==> config.mk <==
export PLATFORM = sky130hd
export DESIGN_NAME = shift_arbiter
export DESIGN_NICKNAME = d
export VERILOG_FILES = /design/src/rtl/shift_arbiter_pkg.sv /design/src/rtl/shift_arbiter_rr_arb.sv /design/src/rtl/shift_arbiter.sv
export SDC_FILE = /design/constraint.sdc
export NUM_CORES = 1
export LEC_CHECK = 0
export BUFFER_PORTS_ARGS = -buffer_cell sky130_fd_sc_hd__buf_2
export CORE_ASPECT_RATIO = 1.75
export CORE_MARGIN = 5
export CORE_UTILIZATION = 60
export CTS_BUF_LIST = sky130_fd_sc_hd__clkbuf_4
export DETAILED_ROUTE_END_ITERATION = 8
export PLACE_DENSITY = 0.94
export SLEW_MARGIN = 30
export SYNTH_ARGS = -nofsm -noshare
export SYNTH_HDL_FRONTEND = slang
export SYNTH_SLANG_ARGS = --single-unit
==> constraint.sdc <==
create_clock -name clock -period 3.7 [get_ports clock]
set_input_delay 1.11 -clock clock [delete_from_list [all_inputs] [get_ports clock]]
set_output_delay 1.11 -clock clock [all_outputs]
set_load 0.005 [all_outputs]
==> src/rtl/shift_arbiter_pkg.sv <==
// ---------------------------------------------------------------------------
// shift_arbiter_pkg
//   Shared definitions for the shift arbiter slice: widths, op and source
//   encodings, output-stage state type and the two barrel shifters.
// ---------------------------------------------------------------------------
package shift_arbiter_pkg;

    localparam int DATA_W  = 32;
    localparam int SHAMT_W = 5;

    localparam logic SHIFT_OP_SLL = 1'b0;
    localparam logic SHIFT_OP_SRA = 1'b1;

    localparam logic SRC_A = 1'b0;
    localparam logic SRC_B = 1'b1;

    typedef enum logic {
        ST_EMPTY = 1'b0,
        ST_FULL  = 1'b1
    } out_state_e;

    // Logical left barrel shifter: one stage per shift-amount bit, zero fill.
    function automatic logic [DATA_W-1:0] shift_sll(
        input logic [DATA_W-1:0]  din,
        input logic [SHAMT_W-1:0] shamt
    );
        logic [DATA_W-1:0] r;
        r = din;
        for (int i = 0; i < SHAMT_W; i++) begin
            if (shamt[i]) r = r << (1 << i);
        end
        return r;
    endfunction

    // Arithmetic right barrel shifter: each stage replicates the sign bit.
    function automatic logic [DATA_W-1:0] shift_sra(
        input logic [DATA_W-1:0]  din,
        input logic [SHAMT_W-1:0] shamt
    );
        logic [DATA_W-1:0] r;
        r = din;
        for (int i = 0; i < SHAMT_W; i++) begin
            if (shamt[i]) r = $unsigned($signed(r) >>> (1 << i));
        end
        return r;
    endfunction

endpackage

==> src/rtl/shift_arbiter_rr_arb.sv <==
// ---------------------------------------------------------------------------
// shift_rr_arb
//   Two-port round-robin arbiter for the shared shifter.
//   Ports:
//     a_valid, b_valid   in   requests from port A / port B
//     last_grant         in   source of the last accepted request
//     free               in   output stage can load this cycle
//     grant_a, grant_b   out  arbitration winner (independent of free)
//     a_ready, b_ready   out  grant qualified by free
// ---------------------------------------------------------------------------
module shift_rr_arb
    import shift_arbiter_pkg::*;
(
    input  logic a_valid,
    input  logic b_valid,
    input  logic last_grant,
    input  logic free,
    output logic grant_a,
    output logic grant_b,
    output logic a_ready,
    output logic b_ready
);

    always_comb begin
        grant_a = 1'b0;
        grant_b = 1'b0;
        if (a_valid && b_valid) begin
            // Tie: whoever did not win last time goes now.
            if (last_grant == SRC_A) begin
                grant_b = 1'b1;
            end else begin
                grant_a = 1'b1;
            end
        end else begin
            grant_a = a_valid;
            grant_b = b_valid;
        end
    end

    assign a_ready = grant_a & free;
    assign b_ready = grant_b & free;

endmodule

==> src/rtl/shift_arbiter.sv <==
// ---------------------------------------------------------------------------
// shift_arbiter
//   Shares one sll/sra barrel shifter pair between two requesters (A = ALU
//   shift path, B = multdiv/immediate-adjust path) with round-robin
//   arbitration and a single-entry registered output stage (1-cycle latency,
//   1 shift per cycle, same-cycle drain and accept).
//
//   Optional build macro: SHIFT_GRANT_CNT_EN adds saturating 16-bit
//   handshake counters a_grant_cnt / b_grant_cnt.
//
//   Ports:
//     clock                      in   system clock, rising edge
//     reset                      in   asynchronous active-low reset
//     a_valid/a_ready            in/out  port A handshake
//     a_data, a_shamt, a_op      in   port A operand, amount, op (0 sll, 1 sra)
//     b_*                        same as port A for port B
//     out_valid/out_ready        out/in  result handshake
//     out_data                   out  shifted result
//     out_src                    out  result origin (0 = A, 1 = B)
//     a_grant_cnt, b_grant_cnt   out  handshake counters (SHIFT_GRANT_CNT_EN)
//     busy                       out  same as out_valid
//
//   Output stage states:
//     state    | meaning
//     ST_EMPTY | no result held, out_valid = 0
//     ST_FULL  | result held in out_data/out_src, out_valid = 1
// ---------------------------------------------------------------------------
module shift_arbiter
    import shift_arbiter_pkg::*;
#(
    parameter int DW = DATA_W,
    parameter int SW = SHAMT_W
) (
    input  logic          clock,
    input  logic          reset,

    input  logic          a_valid,
    output logic          a_ready,
    input  logic [DW-1:0] a_data,
    input  logic [SW-1:0] a_shamt,
    input  logic          a_op,

    input  logic          b_valid,
    output logic          b_ready,
    input  logic [DW-1:0] b_data,
    input  logic [SW-1:0] b_shamt,
    input  logic          b_op,

    output logic          out_valid,
    input  logic          out_ready,
    output logic [DW-1:0] out_data,
    output logic          out_src,
`ifdef SHIFT_GRANT_CNT_EN
    output logic [15:0]   a_grant_cnt,
    output logic [15:0]   b_grant_cnt,
`endif
    output logic          busy
);

    out_state_e    state_q;
    out_state_e    state_d;
    logic          last_grant;
    logic          free;
    logic          grant_a;
    logic          grant_b;
    logic          acc_a;
    logic          acc_b;
    logic          accept;
    logic          drain;
    logic [DW-1:0] sel_data;
    logic [SW-1:0] sel_shamt;
    logic          sel_op;
    logic [DW-1:0] sll_res;
    logic [DW-1:0] sra_res;
    logic [DW-1:0] shift_res;

    assign out_valid = (state_q == ST_FULL);
    assign busy      = out_valid;
    assign free      = !out_valid | out_ready;

    shift_rr_arb u_arb (
        .a_valid    (a_valid),
        .b_valid    (b_valid),
        .last_grant (last_grant),
        .free       (free),
        .grant_a    (grant_a),
        .grant_b    (grant_b),
        .a_ready    (a_ready),
        .b_ready    (b_ready)
    );

    assign acc_a  = a_valid & a_ready;
    assign acc_b  = b_valid & b_ready;
    assign accept = acc_a | acc_b;
    assign drain  = out_valid & out_ready;

    // Operand steering follows the grant so only one shifter pair is needed.
    assign sel_data  = grant_b ? b_data  : a_data;
    assign sel_shamt = grant_b ? b_shamt : a_shamt;
    assign sel_op    = grant_b ? b_op    : a_op;

    assign sll_res   = shift_sll(sel_data, sel_shamt);
    assign sra_res   = shift_sra(sel_data, sel_shamt);
    assign shift_res = (sel_op == SHIFT_OP_SRA) ? sra_res : sll_res;

    always_comb begin
        state_d = state_q;
        case (state_q)
            ST_EMPTY: if (accept)           state_d = ST_FULL;
            ST_FULL:  if (drain && !accept) state_d = ST_EMPTY;
            default:                        state_d = ST_EMPTY;
        endcase
    end

    always_ff @(posedge clock or negedge reset) begin
        if (!reset) begin
            state_q <= ST_EMPTY;
        end else begin
            state_q <= state_d;
        end
    end

    // Result and arbitration history only move on an accepted request, so a
    // pure drain leaves out_data/out_src holding the last result.
    always_ff @(posedge clock or negedge reset) begin
        if (!reset) begin
            out_data   <= '0;
            out_src    <= SRC_A;
            last_grant <= SRC_B;
        end else if (accept) begin
            out_data   <= shift_res;
            out_src    <= acc_b ? SRC_B : SRC_A;
            last_grant <= acc_b ? SRC_B : SRC_A;
        end
    end

`ifdef SHIFT_GRANT_CNT_EN
    always_ff @(posedge clock or negedge reset) begin
        if (!reset) begin
            a_grant_cnt <= '0;
            b_grant_cnt <= '0;
        end else begin
            if (acc_a && (a_grant_cnt != 16'hFFFF)) a_grant_cnt <= a_grant_cnt + 16'd1;
            if (acc_b && (b_grant_cnt != 16'hFFFF)) b_grant_cnt <= b_grant_cnt + 16'd1;
        end
    end
`endif

endmodule

==> results.py <==
metrics = {
    "clocking": {
        "clock_sinks": 35,
        "htree_levels": 2,
        "cts_tree": "built",
        "root_buffer": "clkbuf_4",
        "numCtsBuffers": 5,
        "max-clock-path-buffers": 2,
        "path_clk_slew_ns": 0.11,
        "postCtsSetupRepairBufs": 0,
        "clock_latency_ns": 0.37,
    },
    "critical_path": {
        "critPathTopFamily": "compound AO/OA/AOI/OAI gates",
        "cp-start-kind": "input pin",
        "cp.arrival_ns": 3.86,
        "required_ns": 3.96,
        "path_cells": "buf_2 > a21boi_4 > buf_12 > mux2i_4 > buf_4 > mux2_2 > o21ai_1 > nor2_1 > o32a_1",
        "reg2reg_from": "last_grant",
        "rr_worst_depth": 8,
        "crit_slowest_cell": "o21ai_1",
        "r2r-end": "out_data[20]",
        "max_stage_delay_ns": 0.50,
        "cp_max_fo": 30,
        "worstSetupPathType": "input pin to register",
        "r2r_slack_ns": 0.59,
        "path_buf_inv": 3,
        "cp-end-kind": "register",
        "path_depth": 9,
    },
    "flow_run": {
        "drv_cap": 0,
    },
    "global_routing": {
        "grt-ovfl-total": 0,
        "grt_pass1_vias": 8673,
        "track_usage_pct": 42.7,
        "grt_max_degree": 36,
        "antenna_found_initial": 2,
        "grt_pass1_wl_um": 47500,
    },
    "floorplanning": {
        "dieArea_um2": 13900,
        "initial_core_util_pct": 60.8,
        "die_h_um": 152,
        "die_w_um": 91.4,
        "rows": 52,
        "num_io_pins": 118,
        "coreArea_um2": 11500,
    },
    "synth": {
        "syn_area_um2": 6960,
        "synth_top_area_share_pct": 22.4,
        "synth_flop_cell": "dfrtp_1",
        "synth_fp_nets": 945,
        "synth_commonest_cells": "mux2i_1 (156), a21oi_1 (84), nand2_1 (81)",
        "synth-edff-count": 0,
        "synth_area_leader_cell": "mux2i_1",
        "syn_inst": 864,
        "synth_xor_area_share_pct": 0,
        "yosys_warnings": 0,
        "synth_top_family_by_area": "multiplexers",
        "synth-adder-area-share_pct": 0,
        "ys_seq_area_share_pct": 12.6,
        "synth_compound_area_share_pct": 27.3,
        "synth.mux.area_fraction_pct": 39.2,
        "synthSimpleGateAreaFrac_pct": 14.1,
        "synth.most_common_cell": "mux2i_1",
        "ys_seq_elements": 35,
        "avgSynthCellArea_um2": 8.06,
        "async_reset_ff_share_pct": 100,
        "ys_top_cells_by_area": "mux2i_1 (22%), dfrtp_1 (12%), mux2_2 (8.4%)",
        "ys_types": 72,
    },
    "placement": {
        "pre_cts_ws_ns": -0.0195,
        "portBuffers": 117,
        "dp.cells": 1126,
        "place.gp.congestion": 1.31,
        "place_area_um2": 7990,
        "dp_hpwl_um": 22800,
    },
    "timing": {
        "max_freq_mhz": 278,
        "worstMarginPinSlew_ns": 0.973,
        "hold_viol": 0,
        "min_period_over_period_pct": 97.3,
        "fin_hold_ws_ns": 0.519,
        "post-route-min-period_ns": 3.60,
        "rsz0062_at_grt": "no",
        "setup_violations": 0,
        "worst_slack_ns": 0.0991,
        "fin_skew_ns": 0.0118,
        "max_slew_margin_pct": 34.6,
        "fin_tns_setup_ns": 0,
        "slew_viol_final": 0,
    },
    "power_and_ir_drop": {
        "power.total_mw": 2.59,
        "ir_drop_mv": 0.284,
        "powerDensity_nw_per_um2": 321,
        "p_leak_nw": 3.62,
    },
    "layout": {
        "drive_above_1_share_pct": 30.1,
        "area_delta_synth_final_pct": 16.0,
        "fillers": 843,
        "finalNonFillerCells": 1135,
        "final_cell_area_um2": 8070,
        "postLayoutCoreUtil_pct": 70.5,
        "nets": 1079,
    },
    "route": {
        "drt-initial-drc-count": 1527,
        "routed_wl_um": 31000,
        "first_pass_iters": 9,
        "drt-vias-per-instance": 7.80,
        "avgRoutedWirePerCell_um": 27.3,
        "drc": 73,
        "vias": 8856,
        "drt.antenna.violating_nets": 0,
    },
    "worst_hold_path": {
        "hold_path_depth": 2,
        "whs_endpoint": "out_data[15]",
        "min_path_type": "register to register",
        "hold_path.startpoint": "out_data[15]",
    },
    "outcome": {
        "failed_checks": "DRC",
        "status": "complete, but fails checks",
    },
}
-- power breakdown --
group	internal (mW)	total, mW	switching (mW)
logic	0.692	1.77	1.08
clock network	0.142	0.292	0.150
registers	0.472	0.535	0.0632
-- placed cells by master, fill, tap and decap left out, drive strengths merged, types with 19 or more instances in the layout --
cell type,Yosys,final
a211oi,22,22
a21oi,84,84
buf,57,200
dfrtp,34,34
mux2,60,60
mux2i,163,163
nand2,82,82
nor2,74,74
nor3,19,19
o21ai,56,56
-- worst min-delay path, stage by stage (launching register included) --
cell      delay (ns)
dfrtp_1         0.37
nand2_1         0.05
o221ai_1        0.07
-- metal layers --
metal  GRT usage (%)  up-vias  part of all wire, %
met1            47.8     3895                   31
met4            33.8        0                   11
met3            13.1      374                   14
met5            1.09        -                    0
met2            65.9      973                   44
li1                -     3614                    -
-- flip-flops by register name, summed over array words and instances, names as in the netlist --
| signal | flops |
|---|---|
| last_grant | 1 |
| busy | 1 |
| out_src | 1 |
| out_data | 32 |
-- worst max path at each step --
stage | from | to | slack, ns
global route | b_valid | out_data[2] | 0.06
CTS | b_valid | out_data[20] | 0.37
detailed placement | b_valid | out_data[2] | -0.02
floorplan | b_valid | b_ready | 0.52
global placement | b_valid | out_data[2] | 0.05
finish | b_valid | out_data[20] | 0.1
-- timing repair --
item / in CTS / in global routing
hold buffers: 0 / 0
endpoints found under the setup margin: 0 / 2
resized for setup: 0 / 2
-- area by class of cell --
| class | count | area [um^2] | area share (%) |
|---|---|---|---|
| Sequential cell | 35 | 877 | 10.9 |
| Clock buffer | 5 | 37.5 | 0.465 |
| Inverter | 6 | 22.5 | 0.279 |
| Antenna cell | 1 | 2.50 | 0.0310 |
| Timing Repair Buffer | 200 | 1280 | 15.9 |
| Multi-Input combinational cell | 750 | 5640 | 69.8 |
| Clock inverter | 3 | 43.8 | 0.542 |
| Tap cell | 135 | 169 | 2.09 |
-- kinds of logic after synthesis --
logic type | Yosys count
AOI/OAI and AO/OA | 288
muxes | 238
and+or+nand+nor | 224
buffers and inverters | 79
DFF | 35
Power figures use the tool's default switching activity.
